### src/rtl/tt_dpll_pkg.sv
// -----------------------------------------------------------------------------
// tt_dpll_pkg
// Shared definitions for the DPLL blocks: lock-detector FSM state encoding and
// the default lock/unlock window thresholds.
// -----------------------------------------------------------------------------
package tt_dpll_pkg;

   // Lock-detector FSM states. The encoding is visible on o_state and in the
   // scan chain, so the numeric values are fixed.
   typedef enum logic [1:0] {
      ST_UNLOCKED  = 2'd0,
      ST_ACQUIRING = 2'd1,
      ST_LOCKED    = 2'd2,
      ST_SLIPPING  = 2'd3
   } lock_state_e;

   // Consecutive clean windows needed to declare lock.
   localparam int LOCK_COUNT_DEF   = 16;
   // Consecutive errored windows needed to drop lock.
   localparam int UNLOCK_COUNT_DEF = 4;
   // Width of the good/bad window counters.
   localparam int LOCK_CNT_W_DEF   = 8;

   // True for the states in which the loop is reported as locked.
   function automatic logic state_is_locked(input lock_state_e st);
      return (st == ST_LOCKED) || (st == ST_SLIPPING);
   endfunction

endpackage : tt_dpll_pkg

### src/rtl/tt_lock_detector.sv
// -----------------------------------------------------------------------------
// tt_lock_detector
// Declares DPLL lock after LOCK_COUNT consecutive clean divided-clock windows
// and drops it after UNLOCK_COUNT consecutive errored windows. A window ends on
// the rising edge of i_clk_div (sampled in the i_clk_gen domain); a window is
// errored if the PFD produced any up/down pulse during it, including on the
// boundary cycle itself.
//
// Ports
//   i_clk_gen      generated DPLL clock (only clock)
//   i_rst_n        asynchronous active-low reset
//   i_clk_div      divided feedback clock, synchronous to i_clk_gen
//   i_up, i_down   PFD pulses; either (or both) marks the window errored
//   i_clear_sticky single-cycle clear of o_lock_lost
//   o_locked       registered lock indicator (LOCKED or SLIPPING)
//   o_lock_lost    sticky: lock was held and then lost
//   o_state        registered FSM state (debug / status)
//   i_scan_en      scan shift enable, suspends all functional updates
//   i_scan_in      scan serial input
//   o_scan_out     scan serial output (= o_lock_lost)
//
// Scan chain, from i_scan_in to o_scan_out:
//   clk_div_q, err_acc, state[1:0], good_cnt[CNT_W-1:0], bad_cnt[CNT_W-1:0],
//   o_locked, o_lock_lost
//
// Legal parameter ranges: LOCK_COUNT 2..255, UNLOCK_COUNT 1..255, and both
// must fit in CNT_W bits.
// -----------------------------------------------------------------------------
module tt_lock_detector
   import tt_dpll_pkg::*;
#(
   parameter int LOCK_COUNT   = LOCK_COUNT_DEF,
   parameter int UNLOCK_COUNT = UNLOCK_COUNT_DEF,
   parameter int CNT_W        = LOCK_CNT_W_DEF
) (
   input  logic       i_clk_gen,
   input  logic       i_rst_n,
   input  logic       i_clk_div,
   input  logic       i_up,
   input  logic       i_down,
   input  logic       i_clear_sticky,
   output logic       o_locked,
   output logic       o_lock_lost,
   output logic [1:0] o_state,
   input  logic       i_scan_en,
   input  logic       i_scan_in,
   output logic       o_scan_out
);

   localparam logic [CNT_W-1:0] CNT_MAX    = '1;
   localparam logic [CNT_W-1:0] LOCK_CMP   = CNT_W'(LOCK_COUNT);
   localparam logic [CNT_W-1:0] UNLOCK_CMP = CNT_W'(UNLOCK_COUNT);

   // ---------------------------------------------------------------------------
   // State
   // ---------------------------------------------------------------------------
   logic              r_clk_div_q;   // i_clk_div delayed one cycle
   logic              r_err_acc;     // any PFD pulse seen earlier in this window
   lock_state_e       r_state;
   logic [CNT_W-1:0]  r_good_cnt;    // consecutive clean windows while acquiring
   logic [CNT_W-1:0]  r_bad_cnt;     // consecutive errored windows while locked
   logic              r_locked;
   logic              r_lock_lost;

   // ---------------------------------------------------------------------------
   // Window decode
   // ---------------------------------------------------------------------------
   logic              w_boundary;
   logic              w_err_now;
   logic              w_win_err;
   logic [CNT_W-1:0]  w_good_inc;
   logic [CNT_W-1:0]  w_bad_inc;

   assign w_boundary = i_clk_div & ~r_clk_div_q;
   // Simultaneous up and down is still an error: the loop is not quiet.
   assign w_err_now  = i_up | i_down;
   // A pulse on the boundary cycle belongs to the window that is closing.
   assign w_win_err  = r_err_acc | w_err_now;

   // Saturating increments; counters park at all-ones instead of wrapping.
   assign w_good_inc = (r_good_cnt == CNT_MAX) ? r_good_cnt : r_good_cnt + 1'b1;
   assign w_bad_inc  = (r_bad_cnt  == CNT_MAX) ? r_bad_cnt  : r_bad_cnt  + 1'b1;

   // ---------------------------------------------------------------------------
   // Sequential logic: scan shift or functional update.
   // Every transition branch also writes r_locked so that the registered lock
   // indicator follows the state on the same edge.
   // ---------------------------------------------------------------------------
   always_ff @(posedge i_clk_gen or negedge i_rst_n) begin
      if (!i_rst_n) begin
         r_clk_div_q <= 1'b0;
         r_err_acc   <= 1'b0;
         r_state     <= ST_UNLOCKED;
         r_good_cnt  <= '0;
         r_bad_cnt   <= '0;
         r_locked    <= 1'b0;
         r_lock_lost <= 1'b0;
      end else if (i_scan_en) begin
         // One-position shift through the whole chain; nothing functional moves.
         r_clk_div_q <= i_scan_in;
         r_err_acc   <= r_clk_div_q;
         r_state     <= lock_state_e'({r_err_acc, r_state[1]});
         r_good_cnt  <= {r_state[0], r_good_cnt[CNT_W-1:1]};
         r_bad_cnt   <= {r_good_cnt[0], r_bad_cnt[CNT_W-1:1]};
         r_locked    <= r_bad_cnt[0];
         r_lock_lost <= r_locked;
      end else begin
         r_clk_div_q <= i_clk_div;

         if (w_boundary) begin
            r_err_acc <= 1'b0;
         end else if (w_err_now) begin
            r_err_acc <= 1'b1;
         end

         // Clear first so that a loss event below overrides it in the same cycle.
         if (i_clear_sticky) begin
            r_lock_lost <= 1'b0;
         end

         if (w_boundary) begin
            case (r_state)
               ST_UNLOCKED: begin
                  if (w_win_err) begin
                     r_good_cnt <= '0;
                  end else begin
                     r_state    <= ST_ACQUIRING;
                     r_good_cnt <= {{(CNT_W-1){1'b0}}, 1'b1};
                  end
                  r_locked <= 1'b0;
               end

               ST_ACQUIRING: begin
                  if (w_win_err) begin
                     r_state    <= ST_UNLOCKED;
                     r_good_cnt <= '0;
                     r_locked   <= 1'b0;
                  end else begin
                     r_good_cnt <= w_good_inc;
                     if (w_good_inc == LOCK_CMP) begin
                        r_state   <= ST_LOCKED;
                        r_bad_cnt <= '0;
                        r_locked  <= 1'b1;
                     end else begin
                        r_locked  <= 1'b0;
                     end
                  end
               end

               ST_LOCKED: begin
                  if (w_win_err) begin
                     if (UNLOCK_COUNT == 1) begin
                        // A single errored window is enough to lose lock.
                        r_state     <= ST_UNLOCKED;
                        r_good_cnt  <= '0;
                        r_bad_cnt   <= '0;
                        r_locked    <= 1'b0;
                        r_lock_lost <= 1'b1;
                     end else begin
                        r_state   <= ST_SLIPPING;
                        r_bad_cnt <= {{(CNT_W-1){1'b0}}, 1'b1};
                        r_locked  <= 1'b1;
                     end
                  end else begin
                     r_locked <= 1'b1;
                  end
               end

               ST_SLIPPING: begin
                  if (w_win_err) begin
                     if (w_bad_inc == UNLOCK_CMP) begin
                        r_state     <= ST_UNLOCKED;
                        r_good_cnt  <= '0;
                        r_bad_cnt   <= '0;
                        r_locked    <= 1'b0;
                        r_lock_lost <= 1'b1;
                     end else begin
                        r_bad_cnt <= w_bad_inc;
                        r_locked  <= 1'b1;
                     end
                  end else begin
                     // One clean window restores full lock.
                     r_state   <= ST_LOCKED;
                     r_bad_cnt <= '0;
                     r_locked  <= 1'b1;
                  end
               end

               default: begin
                  r_state  <= ST_UNLOCKED;
                  r_locked <= 1'b0;
               end
            endcase
         end else begin
            // Keeps o_locked consistent with the state even after a scan load.
            r_locked <= state_is_locked(r_state);
         end
      end
   end

   // ---------------------------------------------------------------------------
   // Outputs
   // ---------------------------------------------------------------------------
   assign o_locked    = r_locked;
   assign o_lock_lost = r_lock_lost;
   assign o_state     = r_state;
   assign o_scan_out  = r_lock_lost;

endmodule : tt_lock_detector

### config.mk
export PLATFORM = sky130hd
export DESIGN_NAME = tt_lock_detector
export DESIGN_NICKNAME = d
export VERILOG_FILES = /design/src/rtl/tt_dpll_pkg.sv /design/src/rtl/tt_lock_detector.sv
export SDC_FILE = /design/constraint.sdc
export NUM_CORES = 1
export LEC_CHECK = 0
export BUFFER_PORTS_ARGS = -buffer_cell sky130_fd_sc_hd__buf_2
export CAP_MARGIN = 20
export CORE_MARGIN = 2
export CORE_UTILIZATION = 40
export DETAILED_ROUTE_END_ITERATION = 16
export GPL_ROUTABILITY_DRIVEN = 1
export GPL_TIMING_DRIVEN = 0
export PLACE_DENSITY = 0.58
export REMOVE_ABC_BUFFERS = 1
export SETUP_SLACK_MARGIN = 0.1
export SLEW_MARGIN = 25
export SYNTH_ARGS = -nofsm -noshare
export SYNTH_HDL_FRONTEND = slang
export SYNTH_SLANG_ARGS = --single-unit
### constraint.sdc
create_clock -name i_clk_gen -period 4.4 [get_ports i_clk_gen]
set_input_delay 0.44 -clock i_clk_gen [delete_from_list [all_inputs] [get_ports i_clk_gen]]
set_output_delay 0.44 -clock i_clk_gen [all_outputs]
set_load 0.05 [all_outputs]
==> run_results.csv <==
group,metric,value,unit
critical_path,r2r_cells,6,
power_and_ir_drop,power_density,534.5,mW/mm^2
detailed_routing,drc,0,
sta,holdWs,118.5,ps
placed_design,port-buffer-count,12,
synthesis,syn-cell-area,0.001773,mm^2
synthesis,synth_compound_area_share,28.72,%
global_routing,grt_use_total,17.60,%
die,die_height,70.58,um
hold_path,hold_class,"input pin to asynchronous set/reset pin",
sta,fin_crit_sh,63.30,%
sta,max_freq,359.0,MHz
critical_path,start_kind,"register",
sta,period_minus_slack,2785,ps
clock_network,cts_made_buffers,3,
critical_path,arrival,2940,ps
critical_path,worstPathMaxFanout,7,
clock_network,clk_pin_slew,90,ps
final_layout,insertedDiodeCount,0,
sta,relSlewSlack,41.97,%
detailed_routing,wl_per_cell,16.34,um
die,start_util,41.00,%
global_routing,grt_start_max_net_pins,30,
synthesis,synth_mux_area_share,2.893,%
clock_network,cts_resized,0,
die,num_rows,24,
placed_design,gp_congestion,0.9172,
final_layout,nFillCells,463,
synthesis,synth_top_area_share,31.05,%
synthesis,ys_warn_count,0,
final_layout,fin_util,42.48,%
synthesis,synthArstFlopShare,100.0,%
synthesis,synth_area_leader_cell,"dfrtp_1",
clock_network,htreeDepth,1,
run,maxCapViolations,0,
global_routing,antenna_found_initial,0,
final_layout,layout-drive-gt1-share,13.33,%
critical_path,cp.required,4560,ps
synthesis,synth_area_leaders,"dfrtp_1 31%, ha_1 4.9%, a21oi_1 4.2%, nand2_1 3.8%, nor2_1 3.8%",
synthesis,avgSynthCellArea,8.443,um^2
placed_design,dp_hpwl,2926,um
detailed_routing,avgViaCountPerCell,6.164,
power_and_ir_drop,sw_frac_of_total,47.50,%
run_status,status,"complete, no violations",
sta,skew,5.418,ps
clock_network,clock_latency,270,ps
sta,worstMarginPinSlew,866.4,ps
critical_path,crit_path_start,"r_good_cnt[0]",
clock_network,cts_hold_buf,0,
power_and_ir_drop,leakage,0.7546,nW
die,coreArea,0.004324,mm^2
final_layout,final_cell_mix,"22 x dfrtp_1, 18 x nand2_1, 18 x nor2_1, 15 x a21oi_1",
power_and_ir_drop,p_comb_share,44.6,%
final_layout,final_nets,226,
detailed_routing,vias,1615,
synthesis,synth_edf_count,0,
critical_path,critPathCaptureType,"register",
power_and_ir_drop,clockPowerShare,15.5,%
clock_network,cts_tree,"done",
power_and_ir_drop,peakVddDrop,0.3075,mV
power_and_ir_drop,p_sw,0.0004664,W
clock_network,root_buffer,"clkbuf_8",
synthesis,synthSimpleGateAreaFrac,23.01,%
power_and_ir_drop,power.share.sequential,39.9,%
synthesis,ys.flop_type,"dfrtp_1",
critical_path,critPathKind,"register to register",
sta,rsz0062_at_grt,"no",
power_and_ir_drop,p_total,0.0009818,W
final_layout,area_growth,3.599,%
global_routing,grt_pass1_wl,7127,um
critical_path,rrSetupSlack,1610,ps
die,io_pins,13,
power_and_ir_drop,internal-power,0.0005155,W
clock_network,cts.path.max_buffers,2,
sta,setup-violations-final,0,
synthesis,ys_types,51,
sta,hold_violations,0,
detailed_routing,drt-total-wl,4281,um
synthesis,synth_cells,210,
sta,tns,0,ps
clock_network,cts.sinks,22,
synthesis,synthAdderAreaFrac,4.940,%
detailed_routing,ant_nets,0,
sta,slew_viol_final,0,
detailed_routing,first_pass_iters,4,
synthesis,synth-seq-cells,22,
synthesis,synth_xor_xnor_area_share,0.9880,%
critical_path,r2r_start,"r_good_cnt[0]",
detailed_routing,drt_iter0_markers,94,
die,die_x,70.58,um
clock_network,postCtsSetupRepairBufs,0,
global_routing,grt_pass1_vias,1443,
synthesis,synth_top_family_by_area,"compound AO/OA/AOI/OAI gates",
die,die-area,0.004981,mm^2
global_routing,grt-ovfl-total,0,
synthesis,synth.yosys.seq_area_share,31.05,%
final_layout,final_common_cell,"dfrtp_1",
[worst max-delay path, cell delays in order (launching register included)]
cell,delay (ps)
dfrtp_1,480
ha_1,350
or3b_4,380
o41ai_2,510
a31oi_1,280
a211o_1,340
a221o_1,320
[per-layer routing]
metal | track usage (%) | up-vias | share of wire [%]
li1 | - | 803 | -
met5 | 0 | - | 0
met3 | 2.279 | 5 | 4.5
met1 | 27.68 | 757 | 52
met4 | 5.660 | 0 | 1.2
met2 | 24.95 | 50 | 42
[worst min path at each step]
stage	to	startpoint	slack (ps)
after floorplan	asynchronous set/reset pin	i_rst_n	140
after global placement	r_good_cnt[6]	i_rst_n	430
after detailed placement	r_good_cnt[5]	i_rst_n	440
after CTS	r_good_cnt[5]	i_rst_n	140
after global routing	r_good_cnt[5]	i_rst_n	170
final	r_good_cnt[5]	i_rst_n	120
[synth_stat cells, drive strengths merged, types with 4 or more instances]
| library cell | number |
|---|---|
| a32oi | 4 |
| ha | 7 |
| nor2 | 19 |
| a21oi | 15 |
| nand3 | 12 |
| inv | 7 |
| clkbuf | 4 |
| nand2 | 18 |
| and3 | 4 |
| a31oi | 8 |
| o21ai | 12 |
| dfrtp | 22 |
| buf | 12 |
| o22ai | 5 |
| nor3 | 4 |
| nand4 | 4 |
| mux2i | 4 |
[power by group through the flow]
stage	combinational [W]	clock, W	sequential, W
final	0.000438	0.000152	0.000391
after global routing	0.000487	0.000161	0.000409
after CTS	0.000436	0.000153	0.000388
after detailed placement	0.000434	0	0.000391
after global placement	0.000430	0	0.000391
after floorplan	0.000276	0	0.000424
[through the flow]
stage | cell area (um^2) | setup slack, ps | cells
6_report | 1837 | 1615 | 262
5_1_grt | 1837 | 1419 | 262
4_1_cts | 1837 | 1633 | 262
3_5_place_dp | 1782 | 1666 | 258
3_3_place_gp | 1775 | 1635 | 258
2_1_floorplan | 1650 | 1900 | 194
[sequential cells by signal (all words and copies together) (netlist names), named ones only]
register     flops
r_bad_cnt        8
o_locked         1
r_good_cnt       8
o_state          1
r_err_acc        1
r_clk_div_q      1
o_lock_lost      1
[layout make-up]
type	instances	area, um^2	area share [%]
clock buffers	4	55.05	2.997
inverters	7	26.28	1.431
multi-input cells	165	1080	58.79
flip-flops and latches	22	550.5	29.97
well taps	52	65.06	3.542
repair buffers	12	60.06	3.270
[cells by family (layout without fill, tap and decap cells)]
group / after synthesis / after routing
buffers and inverters: 23 / 23
flip-flops: 22 / 22
XOR/XNOR: 2 / 2
multiplexers: 5 / 5
AND/OR/NAND/NOR: 79 / 79
AO/OA/AOI/OAI: 72 / 72
adder cells (fa/ha/maj): 7 / 7
Note: power is estimated with default switching activity, not from simulation.
